**config.mk**
```make
export PLATFORM = sky130hd
export DESIGN_NAME = regfile_dump_reader_flat
export DESIGN_NICKNAME = d
export VERILOG_FILES = /design/src/rtl/regfile_dump_reader_if.sv /design/src/rtl/regfile_dump_reader.sv /design/src/flat_wrapper.sv
export SDC_FILE = /design/constraint.sdc
export NUM_CORES = 1
export LEC_CHECK = 0
export ABC_AREA = 1
export CORE_ASPECT_RATIO = 0.75
export CORE_MARGIN = 2
export CORE_UTILIZATION = 35
export DETAILED_ROUTE_END_ITERATION = 12
export PLACE_DENSITY = 0.77
export RECOVER_POWER = 25
export SYNTH_ARGS = -nofsm -noshare
export SYNTH_HDL_FRONTEND = slang
export SYNTH_SLANG_ARGS = --single-unit
```
**constraint.sdc**
```tcl
create_clock -name clk -period 4.1 [get_ports clk]
set_clock_uncertainty 0.2 [all_clocks]
set_input_delay 0.82 -clock clk [delete_from_list [all_inputs] [get_ports clk]]
set_output_delay 0.82 -clock clk [all_outputs]
set_load 0.02 [all_outputs]
```
**src/rtl/regfile_dump_reader_if.sv**
```systemverilog
`default_nettype none
// ============================================================================
// Module : regfile_dump_reader_if
// Brief  : Dump control, register-file read port and beat stream signals.
// Rev    : 1.0 - initial release
// ============================================================================
interface regfile_dump_reader_if #(
    parameter int DATA_WIDTH  = 32,
    parameter int REG_NUM_BIT = 5
);
    logic                   start;
    logic                   busy;
    logic                   stall_req;
    logic                   done;
    logic [REG_NUM_BIT-1:0] rf_raddr;
    logic [DATA_WIDTH-1:0]  rf_rdata;
    logic                   out_valid;
    logic                   out_ready;
    logic [REG_NUM_BIT-1:0] out_idx;
    logic [DATA_WIDTH-1:0]  out_data;
    logic                   out_last;

    modport master (
        input  start,
        input  rf_rdata,
        input  out_ready,
        output busy,
        output stall_req,
        output done,
        output rf_raddr,
        output out_valid,
        output out_idx,
        output out_data,
        output out_last
    );

    modport slave (
        output start,
        output rf_rdata,
        output out_ready,
        input  busy,
        input  stall_req,
        input  done,
        input  rf_raddr,
        input  out_valid,
        input  out_idx,
        input  out_data,
        input  out_last
    );
endinterface
`default_nettype wire

```
**src/rtl/regfile_dump_reader.sv**
```systemverilog
`default_nettype none
// ============================================================================
// Module : regfile_dump_reader
// Brief  : Walks every GPR through a spare read port and streams (idx, value)
//          beats on valid/ready while holding the core stalled.
// Rev    : 1.0 - initial release
// ============================================================================
module regfile_dump_reader #(
    parameter int DATA_WIDTH  = 32,
    parameter int REG_NUM     = 32,
    parameter int REG_NUM_BIT = 5
) (
    input  wire logic              clk,
    input  wire logic              rst_n,
    regfile_dump_reader_if.master  bus
);

    localparam logic [REG_NUM_BIT-1:0] c_last_idx = REG_NUM_BIT'(REG_NUM - 1);

    typedef enum logic [1:0] {
        S_IDLE  = 2'd0,
        S_RUN   = 2'd1,
        S_DRAIN = 2'd2
    } state_t;

    state_t                 state_q,     state_d;
    logic [REG_NUM_BIT-1:0] idx_q,       idx_d;
    logic                   out_valid_q, out_valid_d;
    logic                   out_last_q,  out_last_d;
    logic [REG_NUM_BIT-1:0] out_idx_q,   out_idx_d;
    logic [DATA_WIDTH-1:0]  out_data_q,  out_data_d;
    logic                   done_q,      done_d;

    logic w_handshake;
    logic w_load;
    logic w_at_last;

    assign w_handshake = out_valid_q & bus.out_ready;
    // The single beat register refills when empty or when its beat is leaving.
    assign w_load      = ~out_valid_q | bus.out_ready;
    assign w_at_last   = (idx_q == c_last_idx);

    always_ff @(posedge clk or negedge rst_n) begin
        if (!rst_n) begin
            state_q     <= S_IDLE;
            idx_q       <= '0;
            out_valid_q <= 1'b0;
            out_last_q  <= 1'b0;
            out_idx_q   <= '0;
            out_data_q  <= '0;
            done_q      <= 1'b0;
        end else begin
            state_q     <= state_d;
            idx_q       <= idx_d;
            out_valid_q <= out_valid_d;
            out_last_q  <= out_last_d;
            out_idx_q   <= out_idx_d;
            out_data_q  <= out_data_d;
            done_q      <= done_d;
        end
    end

    always_comb begin
        state_d     = state_q;
        idx_d       = idx_q;
        out_valid_d = out_valid_q;
        out_last_d  = out_last_q;
        out_idx_d   = out_idx_q;
        out_data_d  = out_data_q;
        done_d      = 1'b0;

        case (state_q)
            S_IDLE: begin
                if (bus.start) begin
                    state_d = S_RUN;
                    idx_d   = '0;
                end
            end

            S_RUN: begin
                if (w_load) begin
                    out_valid_d = 1'b1;
                    out_idx_d   = idx_q;
                    // x0 is architecturally zero whatever the array holds.
                    out_data_d  = (idx_q == '0) ? '0 : bus.rf_rdata;
                    out_last_d  = w_at_last;
                    if (w_at_last) begin
                        state_d = S_DRAIN;
                    end else begin
                        idx_d = idx_q + REG_NUM_BIT'(1);
                    end
                end
            end

            S_DRAIN: begin
                if (w_handshake) begin
                    out_valid_d = 1'b0;
                    out_last_d  = 1'b0;
                    done_d      = 1'b1;
                    idx_d       = '0;
                    state_d     = S_IDLE;
                end
            end

            default: begin
                state_d = S_IDLE;
                idx_d   = '0;
            end
        endcase
    end

    assign bus.busy      = (state_q != S_IDLE);
    assign bus.stall_req = (state_q != S_IDLE);
    assign bus.done      = done_q;
    assign bus.rf_raddr  = idx_q;
    assign bus.out_valid = out_valid_q;
    assign bus.out_idx   = out_idx_q;
    assign bus.out_data  = out_data_q;
    assign bus.out_last  = out_last_q;

`ifndef SYNTHESIS
    a_payload_hold: assert property (@(posedge clk) disable iff (!rst_n)
        (out_valid_q && !bus.out_ready) |=>
            (out_valid_q && $stable(out_idx_q) && $stable(out_data_q) && $stable(out_last_q)));

    a_idx_range: assert property (@(posedge clk) disable iff (!rst_n)
        (idx_q <= c_last_idx));
`endif

endmodule
`default_nettype wire

```
**src/flat_wrapper.sv**
```systemverilog
// flat-port wrapper written by rule: the top's interface ports become plain ports
module regfile_dump_reader_flat 
#(
    parameter int DATA_WIDTH  = 32,
    parameter int REG_NUM     = 32,
    parameter int REG_NUM_BIT = 5
)
  (clk, rst_n, bus_start, bus_rf_rdata, bus_out_ready, bus_busy, bus_stall_req, bus_done, bus_rf_raddr, bus_out_valid, bus_out_idx, bus_out_data, bus_out_last);
  regfile_dump_reader_if #(.DATA_WIDTH(DATA_WIDTH), .REG_NUM_BIT(REG_NUM_BIT)) bus_i ();
  input  wire logic clk;
  input  wire logic rst_n;
  input wire logic [$bits(bus_i.start)-1:0] bus_start;
  input wire logic [$bits(bus_i.rf_rdata)-1:0] bus_rf_rdata;
  input wire logic [$bits(bus_i.out_ready)-1:0] bus_out_ready;
  output wire logic [$bits(bus_i.busy)-1:0] bus_busy;
  output wire logic [$bits(bus_i.stall_req)-1:0] bus_stall_req;
  output wire logic [$bits(bus_i.done)-1:0] bus_done;
  output wire logic [$bits(bus_i.rf_raddr)-1:0] bus_rf_raddr;
  output wire logic [$bits(bus_i.out_valid)-1:0] bus_out_valid;
  output wire logic [$bits(bus_i.out_idx)-1:0] bus_out_idx;
  output wire logic [$bits(bus_i.out_data)-1:0] bus_out_data;
  output wire logic [$bits(bus_i.out_last)-1:0] bus_out_last;
  assign bus_i.start = bus_start;
  assign bus_i.rf_rdata = bus_rf_rdata;
  assign bus_i.out_ready = bus_out_ready;
  assign bus_busy = bus_i.busy;
  assign bus_stall_req = bus_i.stall_req;
  assign bus_done = bus_i.done;
  assign bus_rf_raddr = bus_i.rf_raddr;
  assign bus_out_valid = bus_i.out_valid;
  assign bus_out_idx = bus_i.out_idx;
  assign bus_out_data = bus_i.out_data;
  assign bus_out_last = bus_i.out_last;
  regfile_dump_reader #(.DATA_WIDTH(DATA_WIDTH), .REG_NUM(REG_NUM), .REG_NUM_BIT(REG_NUM_BIT)) u_core (.clk(clk), .rst_n(rst_n), .bus(bus_i));
endmodule
```
==> results.md, run 1 <==
* Syn_area_per_cell at around 8.9 µm²
* Worst-path clk slew at 90 ps
* # IOs at 83
* Hold_sp: u_core.bus.out_data[12]$_DFFE_PN0P_
* WHS Endpoint: u_core.bus.out_data[12]$_DFFE_PN0P_
* Die H at 71.0 µm
* # resized after CTS at 0
* Crit Path Class: register to output port
* GRT Util Overall at 14.7%
* Crit Reg-Reg Endpoint: u_core.bus.out_data[27]$_DFFE_PN0P_
* Clock power share at 12.1%
* CTS HTree Levels at 2
* Seq pwr share at 36.0%
* Startpoint Class: register
* DRT iter0 DRCs at 46
* Avg Vias per Cell at 4.48
* Sink Count at 47
* Initial antenna violation count at 0
* Status: complete, no violations
* Global-route wire length before repair at roughly 7700 µm
* Most frequent cells in the layout: nand2_1, clkdlybuf4s50_1, dfrtp_1, nand3_1, inv_1
* CTS Hold Bufs at 0
* FP Rows at 24
* Synth cell types at 22
* Die ar. at 6620 µm²
* Root Driver: clkbuf_8
* Final Max Slew Viols at 0
* Syn-to-layout area delta at 43.0%
* Final instance area at 2990 µm²
* DR pass1 iterations at 4
* Synth Warn # at 0
* DRT antenna net count at 0
* Routability cong. at 0.784
* Tcrit/Tclk final at about 63%
* DRT Wirelength at 4720 µm
* Synthesized flop and latch total at 47
* Syn_nets at 273
* Total CTS buffers at 5
* FILL cells at 553
* Hold slack at around 290 ps
* Final setup violating endpoints at 0
* MaxCap Viol Count at 0
* Critical path arrival at 1560 ps
* Most common cell after layout, fill and taps aside: nand2_1
* TritonCTS clock tree: built
* Worst R2R Path Depth at 6
* Hold Crit Depth at 2
* Worst slew pin tran at 1010 ps
* Max Clock Freq at 388 MHz
* Worst endpoint required time at 3080 ps
* Sequential cell area at 1180 µm²
* DRC at 0
* Longest Clk Path Bufs at 2
* Worst hold path type: register to register
* Number of global-route vias before repair at 1685
* Synthesized area at 2090 µm²
* Post-route minimum period at about 2600 ps
* Total power at 2.19 mW
* Clk_lat worst skew at about 290 ps
* Slew HR at 32.7%
* Layout cell share with drive strength beyond 1 at between 6 and 7%
* Crit. End Element: output port
* Post CTS Setup Buffer Count at 0
* Util after Layout at 51.7%
* Final TNS setup at 0 ps
* P per Cell Area at 732 nW/µm²
* Detail Placement HPWL at between 3000 and 4000 µm
* Largest net degree at the start of global routing at 48
* GRT overflow at 0
* NetSw at 0.921 mW
* Initial Util at 36.1%
* # port buffers at 82
* Routed via count at 1756
* Leakage at 1.46 nW
* Cell internal pwr at roughly 1.3 mW
* Max VDD drop at 0.000340 V
* Sequential element share of the synthesized area at 56.2%
* Critical path fanouts, max at 5
* R2r setup slk at 1970 ps
* Post-synthesis cell count at 234
* Wirelength per Cell at 12.1 µm
* RSZ-0062 raised after global routing: false
* Final hold viol count at 0
* ANT cells at 0
* Final #Nets at 352
* Combinational power share at between 50% and 60%
* Area of the multi-input gates at approximately 760 µm²
* Die X at 93.3 µm
* Placement Cell Area at 2910 µm²
* Worst r2r src: u_core.bus.rf_raddr[1]$_DFFE_PN0P_
* Sw frac at 42.1%
* Core footprint at 5800 µm²
power groups by stage:
stage | Clock, mW | Sequential [mW] | Combinational, mW
floorplan | 0 | 1.00 | 0.447
detailed placement | 0 | 0.792 | 1.15
global placement | 0 | 0.795 | 1.12
CTS | 0.273 | 0.791 | 1.15
global route | 0.293 | 0.815 | 1.23
finish | 0.264 | 0.789 | 1.14
per-stage QoR:
step	instances	setup slack (ps)
CTS	392	1520
global route	392	1470
finish	392	1520
detailed placement	384	1420
floorplan	234	2190
global placement	384	1460
state kept, by name, indices dropped and copies added (netlist names):
name                  count
u_core.bus.out_data      32
u_core.bus.out_idx        5
u_core.state_q            2
u_core.bus.out_valid      1
u_core.bus.rf_raddr       5
u_core.bus.done           1
u_core.bus.out_last       1
layer usage:
metal	GRT usage, %	share of wire, %	up-vias
li1	-	-	897
met2	20.9	43	62
met5	0	0	-
met4	3.92	0.85	0
met3	4.58	6.5	5
met1	21.7	49	792
synth_stat cells:
| master | number | area, µm² |
|---|---|---|
| nand2_1 | 95 | 357 |
| nand2_2 | 2 | 12.5 |
| inv_4 | 1 | 6.26 |
| o21ai_1 | 1 | 5.00 |
| dfrtp_1 | 47 | 1180 |
| nor3b_1 | 1 | 7.51 |
| ha_1 | 3 | 37.5 |
| buf_4 | 1 | 7.51 |
| buf_2 | 3 | 15.0 |
| nor2_1 | 8 | 30.0 |
| nor2_8 | 1 | 20.0 |
| o21ai_0 | 3 | 15.0 |
| nor2_2 | 1 | 6.26 |
| buf_6 | 7 | 78.8 |
| nand4_1 | 2 | 12.5 |
| a21oi_1 | 1 | 5.00 |
| nand2_4 | 1 | 11.3 |
| inv_1 | 14 | 52.6 |
| o21ai_2 | 5 | 43.8 |
| o211ai_1 | 1 | 7.51 |
| nor2_4 | 1 | 11.3 |
| nand3_1 | 35 | 175 |
worst max path at each step:
stage,endpoint,slack [ps],from,depth (start not counted)
finish,bus_busy,1520,u_core.state_q[0]$_DFFE_PN0P_,3
global route,bus_stall_req,1470,u_core.state_q[0]$_DFFE_PN0P_,3
CTS,bus_busy,1520,u_core.state_q[0]$_DFFE_PN0P_,3
detailed placement,u_core.bus.out_idx[3]$_DFFE_PN0P_,1420,bus_out_ready,6
global placement,u_core.bus.out_idx[3]$_DFFE_PN0P_,1460,bus_out_ready,6
floorplan,bus_stall_req,2190,u_core.state_q[0]$_DFFE_PN0P_,3
cell families (layout without fill, tap and decap cells):
kind of cell	after synthesis	after routing	synth area share, %
compound gates	11	11	3.65
fa+ha+maj	3	3	1.79
buf+inv	26	106	7.65
flops	47	47	56.2
simple gates	147	147	30.7
area by class of cell:
| class | instances | area share (%) |
|---|---|---|
| inverter | 15 | 1.96 |
| tap | 78 | 3.26 |
| clock buffer | 7 | 2.55 |
| multi-input combinational | 161 | 25.3 |
| clock inverter | 1 | 0.167 |
| timing repair buffer | 83 | 27.5 |
| sequential | 47 | 39.3 |
worst max-delay path, stage by stage, from the launching register on:
cell             delay, ps
dfrtp_1                450
nor2_1                 200
inv_1                   80
clkdlybuf4s50_1        540
No activity file was read; power rests on OpenSTA's default activity.
==> run 2: changes to the inputs <==
--- a/config.mk
+++ b/config.mk
@@ -10,7 +10,7 @@
 export CORE_MARGIN = 2
 export CORE_UTILIZATION = 35
 export DETAILED_ROUTE_END_ITERATION = 12
-export PLACE_DENSITY = 0.77
+export PLACE_DENSITY = 0.79
 export RECOVER_POWER = 25
 export SYNTH_ARGS = -nofsm -noshare
 export SYNTH_HDL_FRONTEND = slang
==> constraint.sdc (replaced) <==
create_clock -name clk -period 2.3 [get_ports clk]
set_clock_uncertainty 0.2 [all_clocks]
set_input_delay 0.46 -clock clk [delete_from_list [all_inputs] [get_ports clk]]
set_output_delay 0.46 -clock clk [all_outputs]
set_load 0.02 [all_outputs]
==> results.md, run 2 (same netlist as run 1, synthesis figures left out) <==
* Worst R2R Path Depth at 9
* Layout cell share with drive strength beyond 1 at under 10%
* Hold slack at 282 ps
* Worst endpoint required time at 1640 ps
* FP Rows at 24
* Worst slew pin tran at roughly 600 ps
* # port buffers at 82
* Detail Placement HPWL at between 3000 and 4000 µm
* Syn-to-layout area delta at 45.3%
* Critical path fanouts, max at 5
* Critical path arrival at 1530 ps
* Avg Vias per Cell at 4.52
* Crit Reg-Reg Endpoint: u_core.bus.rf_raddr[4]$_DFFE_PN0P_
* DRT iter0 DRCs at 80
* GRT overflow at 0
* Fin cells at 396
* Final setup violating endpoints at 0
* Startpoint Class: register
* Die ar. at 6620 µm²
* # IOs at between 80 and 90
* DRT antenna net count at 0
* Core footprint at 5800 µm²
* Number of global-route vias before repair at 1724
* Max VDD drop at just over 0.0006 V
* Most common cell after layout, fill and taps aside: nand2_1
* Sink Count at 47
* Post CTS Setup Buffer Count at 0
* WHS Endpoint: u_core.bus.out_data[28]$_DFFE_PN0P_
* Initial antenna violation count at 0
* Routed via count at 1788
* Crit Path Class: register to output port
* Status: complete, no violations
* Leakage at roughly 1.5 nW
* Final Max Slew Viols at 0
* Most frequent cells in the layout: nand2_1, clkdlybuf4s50_1, dfrtp_1, nand3_1, inv_1
* Dpl cells at roughly 390
* MaxCap Viol Count at 0
* Slew HR at 59.7%
* Die H at between 70 and 80 µm
* Max Clock Freq at 456 MHz
* Hold Crit Depth at 2
* Root Driver: clkbuf_8
* Routability cong. at roughly 0.76
* ANT cells at 0
* DRT Wirelength at ~4800 µm
* R2r setup slk at 420 ps
* Largest net degree at the start of global routing at between 40 and 50
* DRC at 0
* Total power at 3.98 mW
* Die X at 93.3 µm
* Final worst slack at 107 ps
* Final instance area at approximately 3000 µm²
* Post-route minimum period at between 2000 and 2500 ps
* Initial Util at 36.1%
* Final #Nets at 356
* Worst hold path type: register to register
* P per Cell Area at 1310 nW/µm²
* Crit. End Element: output port
* CTS Hold Bufs at 1
* Global-route wire length before repair at 7980 µm
* Worst-path clk slew at 90 ps
* Hold_sp: u_core.bus.out_data[28]$_DFFE_PN0P_
* Worst r2r src: u_core.bus.rf_raddr[0]$_DFFE_PN0P_
* Wirelength per Cell at between 10 and 15 µm
* GRT Util Overall at 15.3%
* Util after Layout at 52.5%
* DR pass1 iterations at 4
* # resized after CTS at 0
* Dpl ws at 285 ps
* Final hold viol count at 0
* RSZ-0062 raised after global routing: false
* Placement Cell Area at 2950 µm²
* Largest register FFs at 32
* TritonCTS clock tree: built
* Final TNS setup at 0 ps
* FILL cells at 518
* Tcrit/Tclk final at 95.3%
* Longest Clk Path Bufs at 2
* CTS HTree Levels at 2
* Clk_lat worst skew at 290 ps
* Total CTS buffers at 5
==> run 2: critical path, stage by stage, from the launching register on <==
cell and delay [ps]:
dfrtp_1 450, nor2_1 180, inv_1 70, clkdlybuf4s50_1 540
==> run 2: how the worst max path moves through the flow <==
stage | from | end | slack (ps) | cells past startpoint
after floorplan | u_core.bus.rf_raddr[0]$_DFFE_PN0P_ | u_core.bus.rf_raddr[0]$_DFFE_PN0P_ | 550 | 10
after global placement | bus_out_ready | u_core.bus.out_idx[4]$_DFFE_PN0P_ | 320 | 6
after detailed placement | bus_out_ready | u_core.bus.out_data[8]$_DFFE_PN0P_ | 280 | 6
after CTS | u_core.state_q[0]$_DFFE_PN0P_ | bus_stall_req | 90 | 3
after global routing | u_core.state_q[0]$_DFFE_PN0P_ | bus_stall_req | 5 | 3
final | u_core.state_q[0]$_DFFE_PN0P_ | bus_stall_req | 110 | 3
==> run 2: layout make-up <==
type	count	area [µm²]	share of cell area, %
Sequential cell	47	1180	38.7
Timing Repair Buffer	87	853	28.1
Inverter	15	58.8	1.93
Clock inverter	2	16.3	0.535
Tap cell	78	97.6	3.21
Multi-Input combinational cell	161	757	24.9
Clock buffer	6	82.6	2.71
==> run 2: per-layer routing <==
metal	vias up	track usage [%]	share of wire [%]
met3	9	6.28	8.7
met1	814	20.6	48
met5	-	0	0
li1	901	-	-
met2	64	22.6	42
met4	0	5.07	1.6
==> run 2: power breakdown <==
part           leakage [nW]  switching (mW)  internal, mW  total, mW
Clock                0.0474           0.277         0.245      0.522
Combinational         0.822            1.15         0.911       2.06
Sequential            0.617           0.232          1.16       1.39
==> run 3: changes to the inputs <==
--- a/config.mk
+++ b/config.mk
@@ -12,6 +12,7 @@
 export DETAILED_ROUTE_END_ITERATION = 12
 export PLACE_DENSITY = 0.79
 export RECOVER_POWER = 25
+export SETUP_SLACK_MARGIN = 0.02
 export SYNTH_ARGS = -nofsm -noshare
 export SYNTH_HDL_FRONTEND = slang
 export SYNTH_SLANG_ARGS = --single-unit
==> results.md, run 3 (same netlist as run 1, synthesis figures left out) <==
* Largest register FFs at 32
* RSZ-0062 raised after global routing: false
* Die ar. at roughly 6600 µm²
* Post CTS Setup Buffer Count at 0
* Syn-to-layout area delta at 45.5%
* Critical path fanouts, max at 7
* Largest net degree at the start of global routing at 44
* WP buf/inv at 1
* Total power at 3.98 mW
* Hold slack at 282 ps
* Number of global-route vias before repair at 1724
* DRT Wirelength at 4810 µm
* Total CTS buffers at 5
* Cell internal pwr at 2.32 mW
* Crit Reg-Reg Endpoint: u_core.bus.rf_raddr[4]$_DFFE_PN0P_
* Met3 GRT Util at 6.28%
* Clk_lat worst skew at 290 ps
* FILL cells at 519
* NetSw at 1.66 mW
* # IOs at 83
* Sink Count at 47
* M2 GR Usage at a little under a quarter
* Slowest-stage cell, CP: clkdlybuf4s50_1
* CTS HTree Levels at 2
* Top cell family by delay on the critical path: buffers and inverters
* Max Clock Freq at 485 MHz
* Slew HR at 59.8%
* Root Driver: clkbuf_8
* Crit. End Element: output port
* Final TNS setup at 0 ps
* Worst-path cell chain: clkdlybuf4s50_1
* Leakage at 1.50 nW
* DRC at 0
* Critical path endpoint: bus_rf_raddr[0]
* Worst-path clk slew at 90 ps
* Most common cell after layout, fill and taps aside: nand2_1
* ANT cells at 0
* P per Cell Area at 1310 nW/µm²
* MaxCap Viol Count at 0
* Layout cell share with drive strength beyond 1 at 7.86%
* Startpoint Class: register
* Final hold viol count at 0
* CP startpoint: u_core.bus.rf_raddr[0]$_DFFE_PN0P_
* Final setup violating endpoints at 0
* Initial Util at 36.1%
* Dpl cells at 387
* GRT Util Overall at 15.3%
* R2r setup slk at 430 ps
* Initial antenna violation count at 0
* Fin cells at slightly below 400
* Max VDD drop at 0.000621 V
* DRT iter0 DRCs at 75
* FP Rows at 24
* Routability cong. at 0.764
* Global-route wire length before repair at between 7000 and 8000 µm
* Core footprint at 5800 µm²
* Sequential cell area at 1180 µm²
* Final Max Slew Viols at 0
* Area of the multi-input gates at between 700 and 800 µm²
* Global-route met1 utilization at 20.6%
* DR pass1 iterations at 4
* Crit Path Class: register to output port
* GR peak layer: met2
* Worst slew pin tran at between 600 and 700 ps
* Detail Placement HPWL at 3460 µm
* Post-route minimum period at 2060 ps
* Worst r2r src: u_core.bus.rf_raddr[0]$_DFFE_PN0P_
* Die H at around 71 µm
* Max stage delay on crit path at 640 ps
* Routed via count at 1791
* Most frequent cells in the layout: nand2_1, clkdlybuf4s50_1, dfrtp_1, nand3_1, inv_1
* Longest Clk Path Bufs at 2
* Status: complete, no violations
* Worst hold path type: register to register
* Sw frac at 41.8%
* Combinational power share at 51.8%
* Avg Vias per Cell at 4.52
* Tcrit/Tclk final at 89.6%
* Critical Path Stages at 1
* DRT antenna net count at 0
* GRT overflow at 0
* Seq pwr share at 35.1%
* Clock power share at 13.1%
* Final #Nets at ~360
* Worst endpoint required time at 1640 ps
* Die X at 93.3 µm
* # port buffers at 82
* Wirelength per Cell at 12.1 µm
* Worst R2R Path Depth at 9
* TritonCTS clock tree: built
* Critical path arrival at 1400 ps
[run 3: changes by cell type in the layout (fill, tap and decap cells not counted), sizes merged]
cell and delta:
dlymetal6s2s +2, clkdlybuf4s50 -2
[run 3: per-stage QoR]
stage / cell area, µm² / setup slack [ps] / utilization (%)
floorplan: 2090 / 551 / -
global placement: 2950 / 316 / 50.9
detailed placement: 2950 / 285 / 50.9
CTS: 3060 / 93.9 / 52.7
global route: 3050 / 167 / 52.6
finish: 3050 / 240 / 52.6
[run 3: power by group through the flow]
stage	Combinational [mW]	Sequential, mW	Clock (mW)
final	2.06	1.39	0.522
after global routing	2.26	1.44	0.581
after CTS	2.10	1.40	0.545
after detailed placement	2.09	1.40	0
after global placement	2.07	1.40	0
after floorplan	0.797	1.79	0
[run 3: worst min-delay path by stage]
stage	from	to	slack, ps	cells past startpoint
2_1_floorplan	rst_n	u_core.bus.done$_DFF_PN0_	-40	0
3_3_place_gp	u_core.bus.out_data[10]$_DFFE_PN0P_	u_core.bus.out_data[10]$_DFFE_PN0P_	260	2
3_5_place_dp	u_core.bus.out_data[28]$_DFFE_PN0P_	u_core.bus.out_data[28]$_DFFE_PN0P_	260	2
4_1_cts	u_core.bus.out_data[28]$_DFFE_PN0P_	u_core.bus.out_data[28]$_DFFE_PN0P_	290	2
5_1_grt	u_core.bus.out_data[5]$_DFFE_PN0P_	u_core.bus.out_data[5]$_DFFE_PN0P_	310	2
6_report	u_core.bus.out_data[28]$_DFFE_PN0P_	u_core.bus.out_data[28]$_DFFE_PN0P_	280	2
[run 3: layout make-up]
| type | count | area share [%] |
|---|---|---|
| Clock buffer | 6 | 2.71 |
| Clock inverter | 2 | 0.534 |
| Inverter | 15 | 1.93 |
| Multi-Input combinational cell | 161 | 24.8 |
| Sequential cell | 47 | 38.6 |
| Tap cell | 78 | 3.20 |
| Timing Repair Buffer | 87 | 28.2 |
[run 3: per-layer routing]
metal | up-vias | share of wire (%)
li1 | 901 | -
met1 | 818 | 47
met2 | 63 | 43
met3 | 9 | 8.7
met4 | 0 | 1.6
met5 | - | 0
[run 3: what timing repair did]
item	4_1_cts	5_1_grt
endpoints found under the hold margin	23	0
gates resized for setup	0	2
hold buffers	1	0
endpoints found under the setup margin	0	2
